<file path="src/rtl/instr_encoder_loader.sv">
// instr_encoder_loader: assembles RV32I words from field tuples and writes
// them to sequential instruction-memory word addresses.
// Optional feature macro: PAD_NOP_EN (pad unwritten words with NOP_WORD).
module instr_encoder_loader #(
    parameter int unsigned AW       = 6,
    parameter logic [31:0] NOP_WORD = 32'h0000_0013
) (
    input  logic          clk,
    input  logic          rst_n,
    input  logic          start,
    input  logic          in_valid,
    output logic          in_ready,
    input  logic          in_last,
    input  logic [2:0]    cls,
    input  logic [4:0]    rd,
    input  logic [4:0]    rs1,
    input  logic [4:0]    rs2,
    input  logic [2:0]    funct3,
    input  logic          f7b5,
    input  logic [20:0]   imm,
    output logic          mem_we,
    output logic [AW-1:0] mem_addr,
    output logic [31:0]   mem_wdata,
    output logic          err,
    output logic          err_sticky,
    output logic          done,
    output logic [AW:0]   count
);

    localparam int unsigned CW = AW + 1;
    localparam logic [AW:0] DEPTH = {1'b1, {AW{1'b0}}};

    localparam logic [2:0] ClsLoad   = 3'b000;
    localparam logic [2:0] ClsStore  = 3'b001;
    localparam logic [2:0] ClsR      = 3'b010;
    localparam logic [2:0] ClsBranch = 3'b011;
    localparam logic [2:0] ClsJal    = 3'b100;
    localparam logic [2:0] ClsOpImm  = 3'b101;

`ifdef PAD_NOP_EN
    typedef enum logic [1:0] {IDLE = 2'd0, LOAD = 2'd1, PAD = 2'd2, DONE = 2'd3} stateT;
`else
    typedef enum logic [1:0] {IDLE = 2'd0, LOAD = 2'd1, DONE = 2'd3} stateT;
`endif

    stateT           stateQ, stateD;
    logic [AW:0]     countQ, countD;
    logic            lastPendQ, lastPendD;
    logic            memWeQ, memWeD;
    logic [AW-1:0]   memAddrQ, memAddrD;
    logic [31:0]     memWdataQ, memWdataD;
    logic            errQ, errD;
    logic            errStickyQ, errStickyD;
    logic            inReadyQ, inReadyD;
    logic            doneQ, doneD;

    logic [31:0]     encWord;
    logic            immOk;
    logic            fits12;
    logic            fits13;
    logic            accept;

    assign accept = in_valid && inReadyQ;

    // Field placement and immediate range check per instruction class.
    always_comb begin
        encWord = NOP_WORD;
        immOk   = 1'b0;
        fits12  = (imm[20:11] == {10{imm[11]}});
        fits13  = (imm[20:12] == {9{imm[12]}});
        case (cls)
            ClsLoad: begin
                encWord = {imm[11:0], rs1, 3'b010, rd, 7'b0000011};
                immOk   = fits12;
            end
            ClsStore: begin
                encWord = {imm[11:5], rs2, rs1, 3'b010, imm[4:0], 7'b0100011};
                immOk   = fits12;
            end
            ClsR: begin
                encWord = {1'b0, f7b5, 5'b00000, rs2, rs1, funct3, rd, 7'b0110011};
                immOk   = 1'b1;
            end
            ClsBranch: begin
                encWord = {imm[12], imm[10:5], rs2, rs1, 3'b000, imm[4:1], imm[11], 7'b1100011};
                immOk   = fits13 && !imm[0];
            end
            ClsJal: begin
                encWord = {imm[20], imm[10:1], imm[11], imm[19:12], rd, 7'b1101111};
                immOk   = !imm[0];
            end
            ClsOpImm: begin
                encWord = {imm[11:0], rs1, funct3, rd, 7'b0010011};
                immOk   = fits12;
            end
            default: begin
                encWord = NOP_WORD;
                immOk   = 1'b0;
            end
        endcase
    end

    // Next-state, write-port and status logic.
    always_comb begin
        stateD     = stateQ;
        countD     = countQ;
        lastPendD  = lastPendQ;
        memWeD     = 1'b0;
        memAddrD   = memAddrQ;
        memWdataD  = memWdataQ;
        errD       = 1'b0;
        errStickyD = errStickyQ;
        case (stateQ)
            IDLE, DONE: begin
                if (start) begin
                    stateD     = LOAD;
                    countD     = '0;
                    lastPendD  = 1'b0;
                    errStickyD = 1'b0;
                end
            end
            LOAD: begin
                if (accept) begin
                    if (immOk) begin
                        memWeD    = 1'b1;
                        memAddrD  = countQ[AW-1:0];
                        memWdataD = encWord;
                        countD    = countQ + CW'(1);
                    end else begin
                        errD       = 1'b1;
                        errStickyD = 1'b1;
                    end
                    if (in_last) begin
`ifdef PAD_NOP_EN
                        // A load that ends full goes to DONE without padding.
                        if (countD < DEPTH) stateD = PAD;
                        else                lastPendD = 1'b1;
`else
                        lastPendD = 1'b1;
`endif
                    end
                end else if (lastPendQ || (countQ == DEPTH)) begin
                    stateD = DONE;
                end
            end
`ifdef PAD_NOP_EN
            PAD: begin
                if (countQ < DEPTH) begin
                    memWeD    = 1'b1;
                    memAddrD  = countQ[AW-1:0];
                    memWdataD = NOP_WORD;
                    countD    = countQ + CW'(1);
                end else begin
                    stateD = DONE;
                end
            end
`endif
            default: stateD = IDLE;
        endcase
        inReadyD = (stateD == LOAD) && !lastPendD && (countD < DEPTH);
        doneD    = (stateD == DONE);
    end

    // State and registered outputs.
    always_ff @(posedge clk or negedge rst_n) begin
        if (!rst_n) begin
            stateQ     <= IDLE;
            countQ     <= '0;
            lastPendQ  <= 1'b0;
            memWeQ     <= 1'b0;
            memAddrQ   <= '0;
            memWdataQ  <= '0;
            errQ       <= 1'b0;
            errStickyQ <= 1'b0;
            inReadyQ   <= 1'b0;
            doneQ      <= 1'b0;
        end else begin
            stateQ     <= stateD;
            countQ     <= countD;
            lastPendQ  <= lastPendD;
            memWeQ     <= memWeD;
            memAddrQ   <= memAddrD;
            memWdataQ  <= memWdataD;
            errQ       <= errD;
            errStickyQ <= errStickyD;
            inReadyQ   <= inReadyD;
            doneQ      <= doneD;
        end
    end

    assign in_ready   = inReadyQ;
    assign mem_we     = memWeQ;
    assign mem_addr   = memAddrQ;
    assign mem_wdata  = memWdataQ;
    assign err        = errQ;
    assign err_sticky = errStickyQ;
    assign done       = doneQ;
    assign count      = countQ;

endmodule

</file>
<file path="config.mk">
export PLATFORM = sky130hd
export DESIGN_NAME = instr_encoder_loader
export DESIGN_NICKNAME = d
export VERILOG_FILES = /design/src/rtl/instr_encoder_loader.sv
export SDC_FILE = /design/constraint.sdc
export NUM_CORES = 1
export LEC_CHECK = 0
export CAP_MARGIN = 0
export CORE_ASPECT_RATIO = 0.75
export CORE_UTILIZATION = 40
export CTS_BUF_LIST = sky130_fd_sc_hd__clkbuf_8
export DETAILED_ROUTE_END_ITERATION = 16
export GPL_TIMING_DRIVEN = 0
export PLACE_DENSITY = 0.73
export SYNTH_ARGS = -nofsm -noshare
export SYNTH_HDL_FRONTEND = slang
export SYNTH_SLANG_ARGS = --single-unit
</file>
<file path="constraint.sdc">
create_clock -name clk -period 3.9 [get_ports clk]
set_clock_uncertainty 0.15 [all_clocks]
set_input_delay 0.78 -clock clk [delete_from_list [all_inputs] [get_ports clk]]
set_output_delay 0.78 -clock clk [all_outputs]
set_load 0.02 [all_outputs]
</file>
==> flow_summary_export.csv, run 1 <==
group,metric,value,unit
clock_tree,postCtsSetupRepairBufs,0,
synthesis,synthesis.area,2630,sq um
synthesis,yosys_register_bits,51,
grt,grt_overflow,0,
floorplanning,initial_core_util,41.7,%
clock_tree,htreeDepth,2,
timing,setup-tns-final,0,ns
grt,grt_pass1_vias,2386,
timing,finalCritPeriodShare,73.4,%
place,dp.cells,449,
clock_tree,post_cts_resized,0,
clock_tree,clock_latency,0.31,ns
floorplanning,die_x,95.7,um
place,io_buffers,96,
run,drv_cap,0,
synthesis,synth_flop_cell,"dfrtp_1",
timing,slew_violations,0,
clock_tree,path_clk_slew,0.10,ns
route,drt_wl_total,7090,um
critical_path,reg2reg_depth,7,
power,swShare,38.2,%
route,first_pass_iters,4,
floorplanning,die_h,72.3,um
floorplanning,die-area,6920,sq um
route,viasPerCell,5.42,
grt,grt.met3_usage,3.98,%
power,p_clk_share,15.2,%
synthesis,synth-async-reset-ratio,100,%
synthesis,yosysMostFrequentCell,"dfrtp_1",
power,power.switching,927,uW
power,power.share.combinational,49.9,%
floorplanning,std_cell_rows,25,
grt,grt.met1_usage,34.3,%
clock_tree,cts_hold_buf,0,
floorplanning,core-area,6320,sq um
critical_path,worstPathMaxFanout,10,
route,drt-wirelength-per-cell,15.5,um
clock_tree,cts_tree,"yes",
layout,syn_to_final_growth,45.2,%
layout,drive_gt1_share,9.04,%
synthesis,synth-edff-count,0,
power,vdd_ir_drop_max,0.356,mV
critical_path,crit_start,"cls[0]",
synthesis,syn-num-nets,324,
route,drtIter0Drc,162,
synthesis,synth_cell_types,45,
place,dp.final_hpwl,5430,um
synthesis,yosys_warnings,0,
timing,hold_viol,0,
layout,multi_input_area,1190,sq um
timing,relSlewSlack,54.5,%
synthesis,ys_seq_area_share,48.5,%
grt,grt_max_degree,32,
place,dpl-instance-area,3710,sq um
layout,num_antenna_cells,0,
synthesis,yosys-top-cells-area,"dfrtp_1 (48%), a22oi_1 (5.1%), a21oi_1 (4.9%), nor2_1 (4.8%), mux2_2 (3.4%)",
synthesis,syn-instance-count,271,
synthesis,synth_top_area_share,48.5,%
critical_path,crit_path_end_kind,"flip-flop",
layout,fill_cells,558,
clock_tree,tritoncts_num_sinks,51,
power,power_leakage,1.61,nW
layout,layout.cells.non_filler,457,
timing,rsz0062_at_grt,"no",
floorplanning,num_io_pins,98,
layout,regArea,1280,sq um
power,internal-power,1.50,mW
timing,fmax,349,MHz
clock_tree,clock_tree.buffer_depth,2,
timing,final-setup-viol-count,0,
synthesis,synth_commonest_cells,"dfrtp_1 (51), nor2_1 (34), a21oi_1 (26), a22oi_1 (18), inv_1 (18)",
power,totalPowerFinal,2.43,mW
power,power.density,635,nW/um^2
grt,gr-max-usage-layer,"met1",
critical_path,crit_arrival,2.91,ns
route,antenna_left,0,
clock_tree,cts-root-buf,"clkbuf_8",
critical_path,critPathRequiredTime,3.94,ns
grt,grt_use_total,22.4,%
timing,max_slew.worst_pin.slew,0.676,ns
status,status,"complete, no violations",
grt,antenna_found_initial,0,
synthesis,yosysTopAreaCell,"dfrtp_1",
grt,grt_use_met2,32.9,%
worst_hold_path,hold_class,"input port to asynchronous set/reset pin",
synthesis,syn_area_per_cell,9.72,sq um
layout,final_area,3820,sq um
grt,grt_first_pass_wirelength,11800,um
timing,fin_crit,2.86,ns
power,pwr-share-seq,34.9,%
route,drc,0,
layout,fin_nets,428,
critical_path,path_class,"input port to flip-flop",
critical_path,reg2reg_from,"stateQ[1]$_DFF_PN0_",
critical_path,cp-start-kind,"input port",
clock_tree,numCtsBuffers,5,
critical_path,r2r_slack,1.55,ns
critical_path,reg2reg_to,"mem_addr[4]$_DFFE_PN0P_",
route,num_vias,2478,
place,gp_congestion,0.907,
==> final cells by class <==
| class | count | area share [%] |
|---|---|---|
| clock inverter | 3 | 1.15 |
| buffer | 15 | 2.59 |
| timing repair buffer | 97 | 25.5 |
| inverter | 18 | 1.77 |
| clock buffer | 5 | 1.80 |
| multi-input combinational | 187 | 31.2 |
| sequential | 51 | 33.4 |
| tap | 81 | 2.65 |
==> cells by family after synthesis <==
group           share of synthesized area (%)
compound gates                           22.4
flops                                    48.5
fa+ha+maj                                2.38
simple gates                             14.3
buf+inv                                  6.32
mux                                      6.08
==> metrics by stage <==
stage                     hold WS [ns]  setup WS, ns  utilization [%]
final                            0.279          1.04             60.5
after global routing             0.309         0.837             60.5
after CTS                        0.299          1.05             60.5
after detailed placement         0.329         0.731             58.7
after global placement           0.326         0.329             58.5
after floorplan                  0.334          1.39                -
==> layout by cell type, fill, tap and decap left out, drive strengths merged, types with 2 or more instances in the layout <==
cell type and count:
mux2i 7, clkbuf 8, clkinv 2, and2 2, clkdlybuf4s50 95, dfrtp 51
ha 5, o221ai 4, nand3 11, o21a 5, nor3 4, inv 18
nand2 8, nand3b 2, nand4 3, nor2b 5, a22oi 18, o2bb2ai 4
buf 14, nor2 34, and4 2, a21oi 27, o211ai 2, o21ai 17
and3 4, mux2 8
==> state kept, by name, indices dropped and copies added, names as in the netlist <==
register and count:
done 1, err 1, mem_wdata 30, in_ready 1, stateQ 2, mem_addr 6, err_sticky 1, lastPendQ 1
mem_we 1, count 7
==> critical path: stages <==
cell and delay (ns):
clkdlybuf4s50_1 0.56, buf_1 0.35, inv_1 0.20, nor2_1 0.49, nor2_1 0.21, a22oi_1 0.24
a21oi_2 0.08
==> power by group through the flow <==
stage          registers (mW)  logic, mW  clock network (mW)
6_report                0.848       1.21               0.369
5_1_grt                 0.878       1.33               0.398
3_5_place_dp            0.858       1.21                   0
4_1_cts                 0.851       1.22               0.377
3_3_place_gp            0.851       1.19                   0
2_1_floorplan            1.08      0.412                   0
==> routing by layer <==
layer / up-vias / routed length, um / part of all wire, %
li1: 1186 / - / -
met1: 1199 / 3420 / 48
met2: 89 / 3170 / 45
met3: 4 / 453 / 6.4
met4: 0 / 52 / 0.73
met5: - / 0 / 0
==> worst max-delay path by stage <==
stage	endpoint	slack (ns)	depth (start not counted)
final	mem_wdata[22]$_DFFE_PN0P_	1.04	7
after global routing	mem_wdata[21]$_DFFE_PN0P_	0.84	7
after CTS	mem_addr[3]$_DFFE_PN0P_	1.05	7
after detailed placement	mem_addr[3]$_DFFE_PN0P_	0.73	7
after global placement	mem_we$_DFF_PN0_	0.33	1
after floorplan	mem_addr[0]$_DFFE_PN0P_	1.39	6
No activity file was read; power rests on OpenSTA's default activity.
==> run 2, diff against run 1 <==
==> constraint.sdc (replaced) <==
create_clock -name clk -period 3 [get_ports clk]
set_clock_uncertainty 0.15 [all_clocks]
set_input_delay 0.6 -clock clk [delete_from_list [all_inputs] [get_ports clk]]
set_output_delay 0.6 -clock clk [all_outputs]
set_load 0.02 [all_outputs]
==> results of run 2 <==
Same layout as run 1 (identical final DEF). Status: complete, no violations.
Main changes from that run: setup slack after placement 0.731 ns -> 0.0112 ns; setup slack after layout 1.04 ns -> 0.316 ns; hold slack 0.279 ns -> 0.0985 ns; register-to-register setup slack 1.55 ns -> 0.65 ns; total power 2.43 mW -> 3.16 mW; worst IR drop on VDD 0.356 mV -> 0.463 mV
==> run 3, diff against run 2 <==
--- a/config.mk
+++ b/config.mk
@@ -7,11 +7,12 @@
 export LEC_CHECK = 0
 export CAP_MARGIN = 0
 export CORE_ASPECT_RATIO = 0.75
-export CORE_UTILIZATION = 40
+export CORE_UTILIZATION = 46
 export CTS_BUF_LIST = sky130_fd_sc_hd__clkbuf_8
 export DETAILED_ROUTE_END_ITERATION = 16
 export GPL_TIMING_DRIVEN = 0
-export PLACE_DENSITY = 0.73
+export PLACE_DENSITY = 0.83
+export SKIP_CTS_REPAIR_TIMING = 1
 export SYNTH_ARGS = -nofsm -noshare
 export SYNTH_HDL_FRONTEND = slang
 export SYNTH_SLANG_ARGS = --single-unit
==> run 3 against run 2 <==
Net effect: global-route usage rose by 2.0 points; non-clock buffer count did not move; sequential power barely moved; flip-flop and latch count did not move; critical path type unchanged; die area fell by 13%; wire length fell by 2.1%; largest cell class unchanged; critical path depth did not move.
==> flow_summary_export.csv, run 3 (synthesis results as in run 1) <==
group,metric,value,unit
power,swShare,38.3,%
place,io_buffers,96,
layout,syn_to_final_growth,44.9,%
floorplanning,core-area,5440,sq um
clock_tree,clock_latency,0.30,ns
power,vdd_ir_drop_max,0.530,mV
layout,mostFrequentLayoutCell,"clkdlybuf4s50_1",
timing,fin_hold_ws,0.0338,ns
clock_tree,cts_tree,"yes",
route,drt_wl_total,6950,um
floorplanning,die-area,6040,sq um
timing,fmax,370,MHz
clock_tree,tritoncts_num_sinks,51,
layout,fill_cells,436,
clock_tree,htreeDepth,2,
critical_path,crit_arrival,2.75,ns
grt,antenna_found_initial,0,
worst_hold_path,hold_class,"input port to asynchronous set/reset pin",
route,drtIter0Drc,149,
floorplanning,initial_core_util,48.4,%
floorplanning,std_cell_rows,23,
floorplanning,die_h,67.5,um
critical_path,path_class,"input port to flip-flop",
timing,rsz0062_at_grt,"no",
grt,grt_overflow,0,
layout,final_area,3820,sq um
run,drv_cap,0,
layout,largest_reg_flops,30,
grt,grt_max_degree,38,
power,pwr-share-seq,34.9,%
timing,max_slew.worst_pin.slew,0.685,ns
critical_path,cp-start-kind,"input port",
power,internal-power,1.95,mW
route,drc,0,
clock_tree,path_clk_slew,0.10,ns
clock_tree,numCtsBuffers,5,
route,first_pass_iters,4,
layout,num_antenna_cells,0,
critical_path,cp_cell_sequence,"clkdlybuf4s50_1 > nor3_1 > nand4_1 > a2111o_1 > o211ai_2 > buf_6 > mux2_2",
grt,grt_pass1_vias,2303,
floorplanning,die_x,89.4,um
power,power.density,829,nW/um^2
grt,grt_first_pass_wirelength,11200,um
route,num_vias,2479,
power,power.share.combinational,49.8,%
critical_path,slowest_stage,"clkdlybuf4s50_1",
timing,final-setup-viol-count,0,
layout,final_cell_mix,"clkdlybuf4s50_1 (95), dfrtp_1 (51), nor2_1 (34), a21oi_1 (26)",
route,antenna_left,0,
route,viasPerCell,5.50,
floorplanning,num_io_pins,98,
timing,relSlewSlack,53.9,%
timing,slew_violations,0,
critical_path,critPathRequiredTime,3.05,ns
route,drt-wirelength-per-cell,15.4,um
status,status,"complete, no violations",
power,power_leakage,1.61,nW
power,p_clk_share,15.4,%
timing,fin_crit,2.70,ns
clock_tree,clock_tree.buffer_depth,2,
critical_path,worstPathMaxFanout,10,
timing,hold_viol,0,
critical_path,cpPeakStageDelay,0.52,ns
power,totalPowerFinal,3.16,mW
layout,drive_gt1_share,9.04,%
clock_tree,cts-root-buf,"clkbuf_8",
layout,fin_nets,428,
place,dpl-instance-area,3700,sq um
place,gp_congestion,0.913,
timing,finalCritPeriodShare,90.0,%
power,power.switching,1.21,mW
grt,grt_use_total,24.5,%
place,dp.final_hpwl,5240,um
critical_path,crit_path_end_kind,"flip-flop",
==> run 3: cell counts in the layout (fill, tap and decap cells not counted) <==
Identical to the previous run, type by type.
==> run 3: final cells by class <==
type | count | area (sq um) | share of cell area, %
clock inverter | 3 | 43.8 | 1.15
multi-input combinational | 187 | 1190 | 31.2
buffer | 15 | 98.8 | 2.59
timing repair buffer | 97 | 976 | 25.6
inverter | 18 | 67.6 | 1.77
sequential | 51 | 1280 | 33.4
clock buffer | 5 | 68.8 | 1.80
tap | 75 | 93.8 | 2.46
==> run 3: per-layer routing <==
| layer | global-route usage [%] | vias to the layer above | share of wire [%] |
|---|---|---|---|
| met4 | 7.34 | 0 | 1.1 |
| met1 | 35.2 | 1178 | 48 |
| met2 | 37.6 | 102 | 44 |
| li1 | - | 1190 | - |
| met3 | 4.65 | 9 | 6.8 |
| met5 | 0 | - | 0 |
==> run 3: per-stage QoR <==
step	setup WS (ns)	cells	utilization (%)	setup TNS [ns]
6_report	0.299	451	70.2	0
4_1_cts	0.298	451	70.2	0
3_3_place_gp	-0.325	442	67.8	-16.43
2_1_floorplan	0.670	271	-	0
5_1_grt	0.236	451	70.2	0
3_5_place_dp	-0.0211	443	68.1	-0.0815
==> run 3: power by group through the flow <==
| stage | combinational (mW) | clock [mW] | sequential, mW |
|---|---|---|---|
| floorplan | 0.536 | 0 | 1.40 |
| detailed placement | 1.57 | 0 | 1.11 |
| CTS | 1.58 | 0.492 | 1.10 |
| global route | 1.70 | 0.519 | 1.14 |
| global placement | 1.53 | 0 | 1.10 |
| finish | 1.57 | 0.487 | 1.10 |
==> run 3: critical path, delay by kind of cell <==
kind                   cells  cell delay (ns)
AOI/OAI and AO/OA          2             0.59
muxes                      1             0.34
and+or+nand+nor            2             0.49
buffers and inverters      2             0.73
==> run 3: path summary, 6_finish.rpt <==
kind                                               start                         to  slack (ns)  cells past startpoint
worst max-delay path                             imm[12]    mem_addr[2]$_DFFE_PN0P_        0.30                      7
worst min-delay path                               rst_n    mem_addr[2]$_DFFE_PN0P_        0.03                      1
worst max register to register       stateQ[1]$_DFF_PN0_    mem_addr[2]$_DFFE_PN0P_        0.65                      7
worst min register to register  mem_wdata[1]$_DFFE_PN0P_   mem_wdata[1]$_DFFE_PN0P_        0.35                      1
max in group asynchronous                          rst_n  mem_wdata[12]$_DFFE_PN0P_        2.16                      2
min in group clk                mem_wdata[1]$_DFFE_PN0P_   mem_wdata[1]$_DFFE_PN0P_        0.35                      1
